$ cat config.mk
export PLATFORM = sky130hd
export DESIGN_NAME = mem_fetch_unit_flat
export DESIGN_NICKNAME = d
export VERILOG_FILES = /design/src/rtl/mem_fetch_unit_if.sv /design/src/rtl/mem_fetch_unit.sv /design/src/flat_wrapper.sv
export SDC_FILE = /design/constraint.sdc
export NUM_CORES = 1
export LEC_CHECK = 0
export CORE_MARGIN = 2
export CORE_UTILIZATION = 45
export DETAILED_ROUTE_END_ITERATION = 10
export PLACE_DENSITY = 0.81
export SYNTH_ARGS = -nofsm -noshare
export SYNTH_HDL_FRONTEND = slang
export SYNTH_SLANG_ARGS = --single-unit
$ cat constraint.sdc
create_clock -name CLK -period 2.1 [get_ports CLK]
set_input_delay 0.42 -clock CLK [delete_from_list [all_inputs] [get_ports CLK]]
set_output_delay 0.42 -clock CLK [all_outputs]
set_load 0.02 [all_outputs]
$ cat src/rtl/mem_fetch_unit_if.sv
// Memory request/acknowledge bundle between the fetch unit and memory.
// master: drives mem_req/mem_rnw/mem_addr/mem_wdata; slave: returns mem_rdata/mem_ack.
interface mem_fetch_unit_if #(
    parameter int DW = 8
);
    logic          mem_req;
    logic          mem_rnw;
    logic [DW-1:0] mem_addr;
    logic [DW-1:0] mem_wdata;
    logic [DW-1:0] mem_rdata;
    logic          mem_ack;

    modport master (
        output mem_req, mem_rnw, mem_addr, mem_wdata,
        input  mem_rdata, mem_ack
    );

    modport slave (
        input  mem_req, mem_rnw, mem_addr, mem_wdata,
        output mem_rdata, mem_ack
    );
endinterface

$ cat src/rtl/mem_fetch_unit.sv
// Datapath front end: PC/MAR/MBR/IR, bus drive, memory handshake with timeout, WMFC stall.
// Ports: CLK, reset_n, bus_in/bus_out/bus_oe, control lines, out_IR, stall, mem (master), mem_err, proto_err.
module mem_fetch_unit #(
    parameter int                DW       = 8,
    parameter logic [DW-1:0]     PC_RESET = '0,
    parameter int                TIMEOUT  = 16,
    parameter int                CW       = 5
) (
    input  logic          CLK,
    input  logic          reset_n,
    input  logic [DW-1:0] bus_in,
    output logic [DW-1:0] bus_out,
    output logic          bus_oe,
    input  logic          pc_out,
    input  logic          increment,
    input  logic          MAR_in,
    input  logic          MBR_in,
    input  logic          MBR_out,
    input  logic          IR_in,
    input  logic          rnw,
    input  logic          WMFC,
    output logic [DW-1:0] out_IR,
    output logic          stall,
    mem_fetch_unit_if.master mem,
    output logic          mem_err,
    output logic          proto_err
);
    typedef enum logic [1:0] {
        S_IDLE,
        S_REQ,
        S_DONE
    } state_t;

    state_t        r_state;
    state_t        w_next;
    logic [DW-1:0] r_pc;
    logic [DW-1:0] r_mar;
    logic [DW-1:0] r_mbr;
    logic [DW-1:0] r_ir;
    logic [CW-1:0] r_cnt;
    logic          r_rnw;
    logic          r_merr;
    logic          r_perr;
    logic          w_start;
    logic          w_ack;
    logic          w_tmo;
    logic          w_mfc;

    always_comb begin
        w_next  = r_state;
        w_start = 1'b0;
        w_ack   = 1'b0;
        w_tmo   = 1'b0;
        unique case (r_state)
            S_IDLE, S_DONE: begin
                if (MAR_in) begin
                    w_next  = S_REQ;
                    w_start = 1'b1;
                end
            end
            S_REQ: begin
                if (mem.mem_ack) begin
                    w_next = S_DONE;
                    w_ack  = 1'b1;
                end else if (r_cnt == CW'(TIMEOUT - 1)) begin
                    w_next = S_DONE;
                    w_tmo  = 1'b1;
                end
            end
            default: w_next = S_IDLE;
        endcase
    end

    // PC takes priority on a bus conflict; the conflict is flagged below.
    always_comb begin
        bus_out = '0;
        bus_oe  = 1'b0;
        if (pc_out) begin
            bus_out = r_pc;
            bus_oe  = 1'b1;
        end else if (MBR_out) begin
            bus_out = r_mbr;
            bus_oe  = 1'b1;
        end
    end

    always_ff @(posedge CLK) begin
        if (!reset_n) begin
            r_state <= S_IDLE;
            r_pc    <= PC_RESET;
            r_mar   <= '0;
            r_mbr   <= '0;
            r_ir    <= '0;
            r_cnt   <= '0;
            r_rnw   <= 1'b1;
            r_merr  <= 1'b0;
            r_perr  <= 1'b0;
        end else begin
            r_state <= w_next;
            if (increment)
                r_pc <= r_pc + 1'b1;
            if (IR_in)
                r_ir <= bus_in;
            if (w_start) begin
                r_mar <= bus_in;
                r_rnw <= rnw;
                r_cnt <= '0;
            end
            if (r_state == S_REQ && !w_ack && !w_tmo)
                r_cnt <= r_cnt + 1'b1;
            // MBR belongs to the memory while an access is in flight.
            if (MBR_in && r_state != S_REQ)
                r_mbr <= bus_in;
            if (w_ack && r_rnw)
                r_mbr <= mem.mem_rdata;
            if (w_tmo) begin
                r_merr <= 1'b1;
                if (r_rnw)
                    r_mbr <= '1;
            end
            if ((MAR_in && r_state == S_REQ) || (pc_out && MBR_out))
                r_perr <= 1'b1;
        end
    end

    assign w_mfc         = (r_state == S_DONE);
    assign stall         = WMFC & ~w_mfc;
    assign out_IR        = r_ir;
    assign mem.mem_req   = (r_state == S_REQ);
    assign mem.mem_rnw   = r_rnw;
    assign mem.mem_addr  = r_mar;
    assign mem.mem_wdata = r_mbr;
    assign mem_err       = r_merr;
    assign proto_err     = r_perr;
endmodule

$ cat src/flat_wrapper.sv
// flat-port wrapper written by rule: the top's interface ports become plain ports
module mem_fetch_unit_flat 
#(
    parameter int                DW       = 8,
    parameter logic [DW-1:0]     PC_RESET = '0,
    parameter int                TIMEOUT  = 16,
    parameter int                CW       = 5
)
  (CLK, reset_n, bus_in, bus_out, bus_oe, pc_out, increment, MAR_in, MBR_in, MBR_out, IR_in, rnw, WMFC, out_IR, stall, mem_err, proto_err, mem_mem_req, mem_mem_rnw, mem_mem_addr, mem_mem_wdata, mem_mem_rdata, mem_mem_ack);
  mem_fetch_unit_if #(.DW(DW)) mem_i ();
  input  logic CLK;
  input  logic reset_n;
  input  logic [DW-1:0] bus_in;
  output logic [DW-1:0] bus_out;
  output logic bus_oe;
  input  logic pc_out;
  input  logic increment;
  input  logic MAR_in;
  input  logic MBR_in;
  input  logic MBR_out;
  input  logic IR_in;
  input  logic rnw;
  input  logic WMFC;
  output logic [DW-1:0] out_IR;
  output logic stall;
  output logic mem_err;
  output logic proto_err;
  output wire logic [$bits(mem_i.mem_req)-1:0] mem_mem_req;
  output wire logic [$bits(mem_i.mem_rnw)-1:0] mem_mem_rnw;
  output wire logic [$bits(mem_i.mem_addr)-1:0] mem_mem_addr;
  output wire logic [$bits(mem_i.mem_wdata)-1:0] mem_mem_wdata;
  input wire logic [$bits(mem_i.mem_rdata)-1:0] mem_mem_rdata;
  input wire logic [$bits(mem_i.mem_ack)-1:0] mem_mem_ack;
  assign mem_mem_req = mem_i.mem_req;
  assign mem_mem_rnw = mem_i.mem_rnw;
  assign mem_mem_addr = mem_i.mem_addr;
  assign mem_mem_wdata = mem_i.mem_wdata;
  assign mem_i.mem_rdata = mem_mem_rdata;
  assign mem_i.mem_ack = mem_mem_ack;
  mem_fetch_unit #(.DW(DW), .PC_RESET(PC_RESET), .TIMEOUT(TIMEOUT), .CW(CW)) u_core (.CLK(CLK), .reset_n(reset_n), .bus_in(bus_in), .bus_out(bus_out), .bus_oe(bus_oe), .pc_out(pc_out), .increment(increment), .MAR_in(MAR_in), .MBR_in(MBR_in), .MBR_out(MBR_out), .IR_in(IR_in), .rnw(rnw), .WMFC(WMFC), .out_IR(out_IR), .stall(stall), .mem(mem_i), .mem_err(mem_err), .proto_err(proto_err));
endmodule
Word-level counts from Yosys, hierarchy flattened
Index checks and enable logic that the tools add are counted.
Operators by class
  multiplexer cells: 21
  bitwise logic cells: 2
  reduce and logical (&&, ||, !) cells: 13
  equal/unequal tests: 6
  add/sub/neg operators: 2
Operators by type and width (number)
  $mux W8: 6
  $mux W5: 2
  $mux W1: 9
  $add A8 B1 Y8 const B: 1
  $logic_and A1 B1 Y1: 6
  $mux W2: 3
  $add A5 B1 Y5 const B: 1
  $eq A5 B4 Y1 const B: 1
  $pmux W2 S2: 1
  $ne A3 B1 Y1 const B: 1
  $eq A2 B1 Y1 const B: 1
  $eq A2 B2 Y1 const B: 1
  $logic_not A1 Y1: 2
  $logic_not A2 Y1: 1
  $ne A2 B1 Y1 const B: 1
  $ne A2 B2 Y1 const B: 1
  $reduce_and A2 Y1: 1
  $reduce_bool A2 Y1: 1
  $reduce_or A2 Y1: 1
  $and A1 B1 Y1: 1
  $logic_or A1 B1 Y1: 1
  $not A1 Y1: 1
Storage, ports and cells
  word-level logic and storage cells: 53
  input port bits: 27
  bits in registers: 42

Depth between registers and ports, before layout
  depth after elaboration: 7
  depth in mapped cells: 7

Worst setup path before layout
No wires, ideal clock.
  path type: reg2reg
  start point: register u_core.r_cnt[0]
  end point: register u_core.r_state[1]
  path slack: 0.254 ns
  data required time: 1.972 ns
  setup time: 0.128 ns
  buffers on the path: 1
  arrival time: 1.719 ns
  stages on the path, launching flop included: 8
  path through: dfxtp_1 ha_1 and3_1 ha_1 or4b_1 buf_2 a2bb2oi_2 nor2_1
On the way
  longest elaborated chain between the ends: 3
Ends and longest elaborated chain
  from (decl): line mem_fetch_unit.sv:40  | logic [CW-1:0] r_cnt;
  from (signal assigned): line mem_fetch_unit.sv:110  | r_cnt <= r_cnt + 1'b1;
  $eq A5 B4 Y1: line mem_fetch_unit.sv:65  | end else if (r_cnt == CW'(TIMEOUT - 1)) begin
  $ne A3 B1 Y1 (no source line)
  $reduce_and A2 Y1 (no source line)
  to (signal assigned): line mem_fetch_unit.sv:99  | r_state <= w_next;
  to (decl): line mem_fetch_unit.sv:34  | state_t r_state;
No other way between the ends.
A chain may end at the register's enable or synchronous reset.

Worst setup path in the final report
  start point: input pc_out
  end point: output bus_oe
On the way
  longest elaborated chain between the ends: 1
Ends and longest elaborated chain
  from (decl): line flat_wrapper.sv:16  | input logic pc_out;
  $mux W1: line mem_fetch_unit.sv:78  | if (pc_out) begin
  to (decl): line flat_wrapper.sv:15  | output logic bus_oe;
No other way between the ends.

==> impl_metrics.csv <==
group,metric,value,unit
status,status,"complete, no violations",
cts,cts.hold.buffers_added,0,
logic_synthesis,fraction_of_synthesis_flops_using_an_asynchronous_set_or_reset_pin,0,%
cts,cts_buffers,5,
global_routing,grt_pass1_vias,1725,
cells_and_area,fin_util,67.3,%
sta,maxSlewHeadroom,65.6,%
global_routing,number_of_antenna_violations_at_the_first_check_in_global_routing,0,
global_routing,grt-ovfl-total,0,
sta,skew,3.54,ps
floorplanning,die_h,69.8,um
cts,tritoncts_clock_tree,"built",
power_and_ir_drop,power_frac_comb,20.4,%
power_and_ir_drop,p_leak,1.06,nW
worst_setup_path,startpoint_type,"primary input",
logic_synthesis,syn_avg_cell_area,8.24,um2
power_and_ir_drop,peak_supply_drop,0.000400,V
power_and_ir_drop,total_switching_power,0.000482,W
logic_synthesis,netlist_instances,236,
floorplanning,fp.dieW,69.8,um
cts,source_to_sink_clock_delay_at_the_later_pin_of_the_worst_skew_pair,290,ps
sta,timing.final.setup_violations,0,
cells_and_area,num-nets-final,332,
cts,clk_pin_slew_worst_paths,70,ps
detailed_routing,drt-pass1-iter-count,4,
placement,gp_congestion,0.768,
sta,max_slew.worst_pin.slew,514,ps
power_and_ir_drop,power.internal,0.00128,W
detailed_routing,detailedRoute.firstIterationViolations,132,
power_and_ir_drop,totalPowerFinal,0.00177,W
logic_synthesis,post_synth_edffs,0,
placement,dp_hpwl,3.64,mm
placement,io_buffer_count,64,
sta,drv_slew,0,
cells_and_area,flow.area_growth_from_synthesis,41.3,%
cts,htreeDepth,2,
cts,cts_buffer_depth,2,
logic_synthesis,ys_warn_count,0,
logic_synthesis,postSynthNetCount,266,
floorplanning,ioPinCount,65,
logic_synthesis,synthesis.area,1950,um2
logic_synthesis,ys_seq_elements,42,
detailed_routing,detailroute.via_count,1870,
floorplanning,starting_density_of_the_core,47.6,%
detailed_routing,drt_drc_violations_left,0,
sta,setup_tns,0,ps
worst_setup_path,critPathCaptureType,"output pin",
floorplanning,die_area,4870,um2
power_and_ir_drop,seq_power_share,49.4,%
detailed_routing,postRouteWirelength,4.75,mm
sta,finalWorstPathRequiredPeriod,2010,ps
global_routing,global_route.usage.total,19.9,%
cells_and_area,instances_no_fill,353,
worst_setup_path,cell_type_of_the_slowest_stage_on_the_worst_timing_path,"clkdlybuf4s50_1",
worst_setup_path,worstPathRequired,1680,ps
sta,post-route-period-util,95.6,%
worst_setup_path,crit_path_cell_trace,"clkdlybuf4s50_1 -> buf_4 -> or2_2 -> dlygate4sd2_1",
logic_synthesis,dominantRegCellSynth,"dfxtp_1",
worst_setup_path,arrival_worst_endpoint,1590,ps
worst_setup_path,worst-setup-path-type,"in -> out",
sta,setup_repair_after_global_routing_missed_its_margin,"no",
worst_setup_path,cpPeakStageDelay,420,ps
run,maxCapViolCount,0,
cts,root_buffer,"clkbuf_8",
power_and_ir_drop,clkPwrFrac,30.3,%
sta,hold-worst-slack,457,ps
global_routing,grt_start_max_net_pins,17,
cells_and_area,mostFrequentLayoutCells,"clkdlybuf4s50_1, dfxtp_1, nand2_1",
logic_synthesis,seq_area_frac_synth,43.2,%
power_and_ir_drop,power_switching_share,27.3,%
detailed_routing,post_drt_wl_per_cell,13.5,um
cells_and_area,final_layout_size_suffix_gt1_share,9.57,%
cells_and_area,num_antenna_cells,0,
detailed_routing,viasPerCell,5.30,
global_routing,wire_length_of_the_first_global_routing_pass,7.99,mm
worst_setup_path,cp_max_fo,8,
sta,finalHoldViolCount,0,
sta,fmax,0.498,GHz
cts,cts.sinks,42,
floorplanning,placementRows,23,
hold_path,hp-class,"reg -> reg",
power_and_ir_drop,power_per_cell_area,642,nW/um2
floorplanning,placeableCoreArea,4090,um2
logic_synthesis,synth.distinct_cells,38,
detailed_routing,postRouteAntennaNets,0,
cells_and_area,final_common_cell,"clkdlybuf4s50_1",
placement,numPlacedInstances,345,
-- registers in the layout (all words and copies together), names as in the netlist --
signal,count
u_core.mem.mem_addr,8
u_core.mem.mem_rnw,1
u_core.mem.mem_wdata,8
u_core.mem_err,1
u_core.out_IR,8
u_core.proto_err,1
u_core.r_cnt,5
u_core.r_pc,8
u_core.r_state,2
-- routing by layer --
metal  vias to the layer above  global-route usage (%)  share of wire (%)
li1                        950                       -                  -
met1                       867                    25.2                 44
met2                        49                    34.0                 50
met3                         4                    5.23                4.9
met4                         0                    4.49               0.61
met5                         -                       0                  0
-- layout make-up --
class / instances / area [um2]
Clock buffer: 7 / 86.3
Sequential cell: 42 / 842
Inverter: 5 / 18.8
Tap cell: 50 / 62.6
Clock inverter: 1 / 5.00
Timing Repair Buffer: 77 / 726
Fill cell: 366 / 1340
Multi-Input combinational cell: 171 / 1010
-- cells in the mapped netlist, drive strengths merged (2+ instances only) --
library cell	number	area, um2
inv	5	18.8
ha	3	37.5
o211ai	8	60.1
nand2	39	149
nand3	15	75.1
nand2b	6	37.5
a311oi	2	23.8
dfxtp	42	841
nand4	2	12.5
or3	2	12.5
xor2	3	26.3
and2	9	56.3
buf	7	38.8
nor2	16	60.1
mux2i	9	90.1
a21oi	17	85.1
clkbuf	11	42.5
o21ai	18	90.1
nor2b	2	12.5
a31oi	8	50.1
-- power by group through the flow --
stage	registers, W	logic [W]	clock network (W)
4_1_cts	0.000871	0.000362	0.000546
3_5_place_dp	0.000890	0.000367	0
2_1_floorplan	0.000923	0.000150	0
3_3_place_gp	0.000888	0.000360	0
5_1_grt	0.000877	0.000389	0.000576
6_report	0.000871	0.000360	0.000534
-- path summary, 6_finish.rpt --
kind / startpoint / to / slack [ps] / cells after the start
worst max-delay path: pc_out / bus_oe / 90 / 4
worst min-delay path: u_core.mem.mem_addr[3]$_SDFFE_PN0P_ / u_core.mem.mem_addr[3]$_SDFFE_PN0P_ / 460 / 2
worst min register to register: u_core.mem.mem_addr[3]$_SDFFE_PN0P_ / u_core.mem.mem_addr[3]$_SDFFE_PN0P_ / 460 / 2
worst max register to register: u_core.r_cnt[0]$_SDFFE_PN0P_ / u_core.r_cnt[3]$_SDFFE_PN0P_ / 160 / 6
-- critical path: cells and delay by family --
family        cells  cell delay, ps
simple gates      1             260
buf+inv           3             910
-- cell families after synthesis --
logic type,Yosys count,share of synthesized area (%)
flops,42,43.2
mux,9,4.63
xor+xnor,4,1.80
fa+ha+maj,3,1.93
simple gates,98,25.0
buf+inv,23,5.14
compound gates,57,18.3
-- metrics by stage --
stage / setup slack (ps) / area [um2]
3_3_place_gp: -245 / 2670
2_1_floorplan: 254 / 1950
4_1_cts: 27.4 / 2740
3_5_place_dp: -291 / 2670
5_1_grt: 31.2 / 2750
6_report: 92.5 / 2750
-- timing repair --
item	in CTS	in global routing
endpoints found under the setup margin	9	2
buffers inserted	0	0
gates cloned	0	0
resized for setup	10	2
Note: power is estimated with default switching activity, not from simulation.
